--- src/rtl/nibble_parity_tx.sv ---
`default_nettype none
// ============================================================================
// Module  : nibble_parity_tx
// Brief   : Serial transmitter: start, DATA_W bits LSB-first, even parity, stop.
// Revision: 1.0 - initial release
// ============================================================================
module nibble_parity_tx #(
  parameter int DATA_W     = 4,
  parameter int BIT_CYCLES = 4
) (
  input  logic              Clock,
  input  logic              Reset_b,
  input  logic [DATA_W-1:0] Data,
  input  logic              Load,
  output logic              Ready,
  output logic              Tx,
  output logic              Busy
);

  localparam int TIMER_W = (BIT_CYCLES > 1) ? $clog2(BIT_CYCLES) : 1;
  localparam int INDEX_W = $clog2(DATA_W + 1);
  localparam logic [TIMER_W-1:0] TIMER_LAST = TIMER_W'(BIT_CYCLES - 1);
  localparam logic [INDEX_W-1:0] INDEX_LAST = INDEX_W'(DATA_W - 1);

  typedef enum logic [2:0] {
    S_IDLE   = 3'd0,
    S_START  = 3'd1,
    S_DATA   = 3'd2,
    S_PARITY = 3'd3,
    S_STOP   = 3'd4
  } state_t;

  state_t              state_q, state_d;
  logic [TIMER_W-1:0]  timer_q, timer_d;
  logic [INDEX_W-1:0]  index_q, index_d;
  logic [DATA_W-1:0]   shift_q, shift_d;
  logic                parity_q, parity_d;
  logic                bit_done;

  always_ff @(posedge Clock or negedge Reset_b) begin
    if (!Reset_b) begin
      state_q  <= S_IDLE;
      timer_q  <= '0;
      index_q  <= '0;
      shift_q  <= '0;
      parity_q <= 1'b0;
    end else begin
      state_q  <= state_d;
      timer_q  <= timer_d;
      index_q  <= index_d;
      shift_q  <= shift_d;
      parity_q <= parity_d;
    end
  end

  always_comb begin
    state_d  = state_q;
    index_d  = index_q;
    shift_d  = shift_q;
    parity_d = parity_q;
    bit_done = (timer_q == TIMER_LAST);
    timer_d  = bit_done ? '0 : timer_q + TIMER_W'(1);

    case (state_q)
      S_IDLE: begin
        timer_d = '0;
        if (Load) begin
          shift_d  = Data;
          parity_d = ^Data;
          index_d  = '0;
          state_d  = S_START;
        end
      end
      S_START: begin
        if (bit_done) state_d = S_DATA;
      end
      S_DATA: begin
        if (bit_done) begin
          shift_d = shift_q >> 1;
          index_d = index_q + INDEX_W'(1);
          if (index_q == INDEX_LAST) state_d = S_PARITY;
        end
      end
      S_PARITY: begin
        if (bit_done) state_d = S_STOP;
      end
      S_STOP: begin
        if (bit_done) state_d = S_IDLE;
      end
      default: state_d = S_IDLE;
    endcase
  end

  // Outputs decode only registered state, so Load/Data never reach them combinationally.
  always_comb begin
    Ready = (state_q == S_IDLE);
    Busy  = ~Ready;
    case (state_q)
      S_START:  Tx = 1'b0;
      S_DATA:   Tx = shift_q[0];
      S_PARITY: Tx = parity_q;
      default:  Tx = 1'b1;
    endcase
  end

endmodule
`default_nettype wire

--- config.mk ---
export PLATFORM = sky130hd
export DESIGN_NAME = nibble_parity_tx
export DESIGN_NICKNAME = d
export VERILOG_FILES = /design/src/rtl/nibble_parity_tx.sv
export SDC_FILE = /design/constraint.sdc
export NUM_CORES = 1
export LEC_CHECK = 0
export ABC_AREA = 0
export CAP_MARGIN = 20
export CORE_ASPECT_RATIO = 0.7
export CORE_MARGIN = 4
export CORE_UTILIZATION = 35
export CTS_CLUSTER_SIZE = 20
export DETAILED_ROUTE_END_ITERATION = 10
export SYNTH_ARGS = -nofsm -noshare
export SYNTH_HDL_FRONTEND = slang
export SYNTH_SLANG_ARGS = --single-unit
--- constraint.sdc ---
create_clock -name Clock -period 4.1 [get_ports Clock]
set_clock_uncertainty 0.2 [all_clocks]
set_input_delay 0.82 -clock Clock [delete_from_list [all_inputs] [get_ports Clock]]
set_output_delay 0.82 -clock Clock [all_outputs]
set_load 0.01 [all_outputs]
== Word level (Yosys, flattened, before mapping) ==
Cells that the tools add are included.

* Add/sub/neg operators: 2
* Equal/unequal tests: 12
* Muxes and demuxes: 16
* Bitwise logic cells: 1
* Reduce and logical (&&, ||, !) cells: 6

{| class="wikitable"
|+ Operators by type and width
! cell !! count
|-
| $mux 3 || 8
|-
| $pmux 3 s5 || 1
|-
| $ne 2x2->1 const B || 6
|-
| $eq 3x2->1 const B || 3
|-
| $mux 4 || 2
|-
| $pmux 4 s2 || 1
|-
| $pmux 3 s2 || 1
|-
| $reduce_and 6->1 || 1
|-
| $mux 2 || 2
|-
| $reduce_xor 4->1 || 1
|-
| $add 3x1->3 const B || 1
|-
| $eq 3x1->1 const B || 1
|-
| $eq 3x3->1 const B || 1
|-
| $logic_not 3->1 || 1
|-
| $pmux 1 s3 || 1
|-
| $reduce_and 3->1 || 1
|-
| $add 2x1->2 const B || 1
|-
| $eq 2x2->1 const B || 1
|-
| $reduce_and 2->1 || 1
|-
| $reduce_bool 2->1 || 1
|-
| $not 1->1 || 1
|}

* Flip-flop bits (word level): 13
* Input port bits: 7
* Output and inout bits: 3
* Logic and storage cells: 42

== Logic depth before layout (Yosys ltp) ==
Gate-level depths: netlist of the first run.

* Depth after elaboration: 4
* Mapped depth: 4

== Least setup slack after synthesis of the first run ==
OpenSTA, ideal clock, no wires.

* Path type: reg2out
* From: reg state_q[1]
* To: out Tx
* Arrival time: 1,005 ps
* Required time: 3,080 ps
* Path slack: 2,075 ps
* Cell stages (with the launch flop): 5
* Path buffers: 1
* Path through: dfrtp_1 -> buf_4 -> nand2_1 -> a22o_2 -> nand2_1

* Word-level cells in the longest chain between the ends: 2
* Elaborated cells between the ends (all ways): 4
* Classes of those cells: eq/ne (3); mux (1)

{| class="wikitable"
|+ Ends and longest elaborated chain
! what !! RTL line !! RTL
|-
| start: declaration || 33 || <nowiki>state_t state_q, state_d;</nowiki>
|-
| start signal: assignment || 48 || <nowiki>state_q <= state_d;</nowiki>
|-
| $eq 3x2->1 or $eq 3x1->1 (tied branches) || 98 || <nowiki>case (state_q)</nowiki>
|-
| $pmux 1 s3 * || 98 ||
|-
| end: declaration || 16 || <nowiki>output logic Tx,</nowiki>
|}

Every way passes the cells marked *; elsewhere a longest branch is shown, timed or not.

== Final worst setup path of the first run ==
Ends and elaborated chain as after synthesis.

==> results of run 1 <==
final cells by class:
class,count,area (sq um)
clock buffers,4,26.3
fillers,181,1040
inverters,6,22.5
multi-input cells,40,340
flip-flops and latches,13,325
well taps,22,27.5
repair buffers,9,90.1
state kept, by name, indices dropped and copies added (netlist names):
name      count
shift_q       4
parity_q      1
state_q       3
index_q       3
timer_q       2
kinds of logic after synthesis:
group | after synthesis | synth area share, %
AOI/OAI and AO/OA | 10 | 10.7
xor gates and xnor gates | 4 | 5.00
adders and majority gates | 3 | 5.36
buffers and inverters | 8 | 5.00
DFF | 13 | 46.4
muxes | 6 | 12.3
and+or+nand+nor | 17 | 15.2
stage by stage:
step	utilization [%]	worst slack, ns
2_1_floorplan	-	2.07
3_3_place_gp	43.1	1.48
3_5_place_dp	43.1	1.46
4_1_cts	44.5	1.14
5_1_grt	44.5	1.04
6_report	44.5	1.17
placed cells by master (no fill, tap or decap), types with 2 or more instances in the layout:
master and count:
nand4_1 2, xnor2_1 3, clkbuf_4 3, o21ai_1 2
inv_1 6, mux2_4 5, ha_1 3, o21ai_0 2
dfrtp_1 13, nor2b_1 2, nand2_1 3, nand3_1 2
clkdlybuf4s50_1 9, nor2_1 2
worst reg2reg max path, delay by kind of cell, from the launching register on:
family             cells  cell delay, ns
DFF                    1            0.68
muxes                  1            0.31
and+or+nand+nor        1            0.26
AOI/OAI and AO/OA      1            0.19
routing by layer:
metal | part of all wire, % | routed length (um) | vias to the layer above
met5 | 0 | 0 | -
li1 | - | - | 235
met2 | 37 | 486 | 8
met4 | 0 | 0 | 0
met3 | 5.4 | 70 | 0
met1 | 57 | 750 | 218
worst paths after layout:
check,to,slack (ns),cells after the start
worst min-delay path,timer_q[0],0.24,1
worst max-delay path,Tx,1.17,4
max in group asynchronous,shift_q[3],2.60,1
min in group asynchronous,index_q[2],0.71,1
worst min register to register,timer_q[0],0.24,1
worst max register to register,shift_q[0],2.35,3
where the power goes:
group | total, mW | switching, mW | internal [mW]
clock | 0.0783 | 0.0406 | 0.0377
sequential | 0.252 | 0.0648 | 0.188
combinational | 0.260 | 0.108 | 0.152
total | 0.591 | 0.214 | 0.377
==> results.ini, run 1 <==
[detailed_routing]
wire_per_inst_um=13.9
routed_wl_um=1310
routed_via_density=4.90
drc=0
via_count=461
postRouteAntennaNets=0
drt_iter0_drc=10
first_pass_iters=2

[worst_setup_path]
crit_type=flop to output port
cp-start-kind=flop
critPathMostFrequentCell=nand2_1
cp_slowest_cell=dfrtp_1
cp-end-kind=output port
crit_family=flip-flops
worstPathRequired_ns=3.08
path_cells=nand2_1, a22o_2, nand2_1, clkdlybuf4s50_1
cp.arrival_ns=1.91
startpoint=state_q[1]
critPathMaxFanout=14
r2r_start=state_q[1]
max_stage_delay_ns=0.68
worstPathBufferInverterCount=1

[logic_synthesis]
synth_top_area_cell=dfrtp_1
ys_ff_latch=13
synth_commonest_cells=dfrtp_1, inv_1, mux2_4
synth_area_leaders=dfrtp_1, mux2_4, ha_1
syn_nets=71
yosysUniqueCellTypes=28
yosysMostFrequentCell=dfrtp_1
synth_top_area_share_pct=46.4
synth_flop_cell=dfrtp_1
yosysSeqAreaShare_pct=46.4
netlist_instances=61
synth_area_sq_um=701
synth-edff-count=0
synth-warning-count=0
avgSynthCellArea_sq_um=11.5
synthArstFlopShare_pct=100

[power]
power_density_mw_per_mm2=710
power.total_mw=0.591
leakage_nw=0.360
ir_drop_uv=407

[clock_tree]
path_clk_slew_ns=0.07
root_buffer=clkbuf_4
cts_tree=yes
cts_buffers=3
htreeDepth=1
insertion_delay_ns=0.28
numClockSinks=13
clk_path_buf_depth=2
ctsResizeCount=0
cts_setup_buffers=0
ctsHoldBuffers=0

[grt]
busiest_layer=met1
grt_util_met3_pct=5.10
grt_use_total_pct=11.8
met1_usage_pct=18.7
antenna_found_initial=0
grt_pass1_vias=461
grt_max_degree=15
grt_pass1_wl_um=2300
grtUsageMet2_pct=15.0
overflow=0

[sta]
clock.fmax_mhz=341
rsz0062_at_grt=no
drv_slew=0
finalCritPeriodShare_pct=71.6
setup_tns_ns=0
fin_crit_ns=2.93
hold_violations=0
holdWs_ns=0.244
finalSetupViolations=0
tightest_slew_ns=0.592
timing.slew.headroom_pct=60.4

[final_layout]
area_growth_pct=18.8
instances_no_fill=94
drive_above_1_share_pct=20.8
design_area_sq_um=832
num_antenna_cells=0
nNetsFinal=83

[placed_design]
place_area_sq_um=806
routabilityCongestion=0.802
dp.cells=90
numPortBuffers=9
dp.final_hpwl_um=1000

[status]
status=completed

[floorplan]
die-height_um=45.4
die_w_um=61.5
io_pins=10
die_area_sq_mm=0.00279
initial_core_util_pct=37.5
rows=13
core_sq_mm=0.00187

[job]
maxCapViolations=0

[min_path]
hp-class=flop to flop
min_from=timer_q[0]

Power figures use the tool's default switching activity.
==> run 2, diff against run 1 <==
- clock period: 4.1 -> 2.4 ns (I/O delays scaled with it)
==> run 2 against run 1 <==
Register-to-register slack lost 1.7 ns. Critical path type unchanged. Combinational power grew 99%. Die area is the same. Clock power grew 75%. Sequential share of layout area shrank 0.94 points. Sequential cell count is the same. Final cell count grew 3.2%. Largest power group unchanged.
==> results.ini, run 2 (synthesized netlist as in run 1, its figures left out) <==
[status]
status=completed

[clock_tree]
cts_tree=yes
path_clk_slew_ns=0.08
insertion_delay_ns=0.28
htreeDepth=1
cts_buffers=3
ctsResizeCount=0
numClockSinks=13
cts_setup_buffers=0
clk_path_buf_depth=2
root_buffer=clkbuf_4
ctsHoldBuffers=0

[sta]
finalCritPeriodShare_pct=95.7
clock.fmax_mhz=435
setup_tns_ns=0
rsz0062_at_grt=no
finalSetupViolations=0
timing.slew.headroom_pct=58.5
fin_crit_ns=2.30
hold_violations=0
tightest_slew_ns=0.620
drv_slew=0

[floorplan]
io_pins=10
core_sq_mm=0.00187
rows=13
die_w_um=61.5
die-height_um=45.4
initial_core_util_pct=37.5
die_area_sq_mm=0.00279

[final_layout]
instances_no_fill=97
final_common_cell=dfrtp_1
drive_above_1_share_pct=25.3
final_cell_mix=dfrtp_1, clkdlybuf4s50_1, inv_1
num_antenna_cells=0
nNetsFinal=86
top_register=shift_q
area_growth_pct=22.1
top_regs=shift_q: 4 flops, index_q: 3 flops, state_q: 3 flops
design_area_sq_um=856
largest_reg_flops=4

[grt]
grt_util_met3_pct=5.10
antenna_found_initial=0
grt_max_degree=14
met1_usage_pct=16.4
overflow=0
grt_use_total_pct=10.8
busiest_layer=met1
grtUsageMet2_pct=14.8
grt_pass1_vias=465
grt_pass1_wl_um=2180

[detailed_routing]
postRouteAntennaNets=0
routed_via_density=4.94
wire_per_inst_um=13.4
first_pass_iters=4
via_count=479
drc=0
drt_iter0_drc=15
routed_wl_um=1300

[worst_setup_path]
crit_type=flop to output port
cp-end-kind=output port
cp-start-kind=flop
critPathMaxFanout=6
worstPathRequired_ns=1.72
cp.arrival_ns=1.62

[power]
leakage_nw=0.374
power_density_mw_per_mm2=1230
ir_drop_uv=653
seq_power_share_pct=37.6
p_int_mw=0.676
p_comb_share_pct=49.3
sw_frac_of_total_pct=35.6
p_sw_mw=0.373
pwr-share-clk_pct=13.1

[placed_design]
dp.cells=93
routabilityCongestion=0.688
numPortBuffers=9
dp.final_hpwl_um=977
place_area_sq_um=828

[job]
maxCapViolations=0

[min_path]
hp-class=flop to flop

[run 2: cell count changes in the layout (fill, tap and decap cells not counted), sizes merged]
cell / before / now
buf: 0 / 3
[run 2: layout make-up]
class                           count  area, sq um
Tap cell                           22         27.5
Sequential cell                    13          327
Clock buffer                        4         26.3
Timing Repair Buffer               12          113
Inverter                            6         22.5
Multi-Input combinational cell     40          340
Fill cell                         175         1010
[run 2: path summary, 6_finish.rpt]
| path | endpoint | slack, ns | start | cells past startpoint |
|---|---|---|---|---|
| max in group asynchronous | state_q[1] | 1.18 | Reset_b | 1 |
| worst max register to register | shift_q[2] | 0.64 | timer_q[0] | 4 |
| worst min-delay path | timer_q[0] | 0.24 | timer_q[0] | 1 |
| worst min register to register | timer_q[0] | 0.24 | timer_q[0] | 1 |
| worst max-delay path | Tx | 0.10 | state_q[1] | 4 |
| min in group asynchronous | index_q[2] | 0.38 | Reset_b | 1 |
[run 2: metrics by stage]
step / worst slack (ns) / utilization [%] / total power [mW] / hold WS (ns)
finish: 0.103 / 45.8 / 1.05 / 0.238
global route: 0.0152 / 45.8 / 1.14 / 0.283
CTS: 0.00988 / 45.7 / 1.06 / 0.240
detailed placement: 0.298 / 44.3 / 0.913 / 0.228
global placement: 0.288 / 44.3 / 0.906 / 0.225
floorplan: 0.715 / - / 0.748 / -0.0156
[run 2: critical path, stage by stage, from the launching register on]
cell and delay (ns):
dfrtp_2 0.45, nand2_1 0.07, a22o_2 0.25, nand2_1 0.06, clkdlybuf4s50_1 0.52
[run 2: per-layer routing]
metal,wire length [um],share of wire (%),up-vias
met4,0,0,0
met2,505,39,15
li1,-,-,244
met5,0,0,-
met1,702,54,220
met3,89,6.9,0
[run 2: power groups by stage]
stage               Clock, mW  Sequential (mW)  Combinational [mW]
finish                  0.137            0.394               0.517
global route            0.153            0.410               0.573
detailed placement          0            0.397               0.516
floorplan                   0            0.373               0.375
global placement            0            0.394               0.513
CTS                     0.142            0.393               0.522
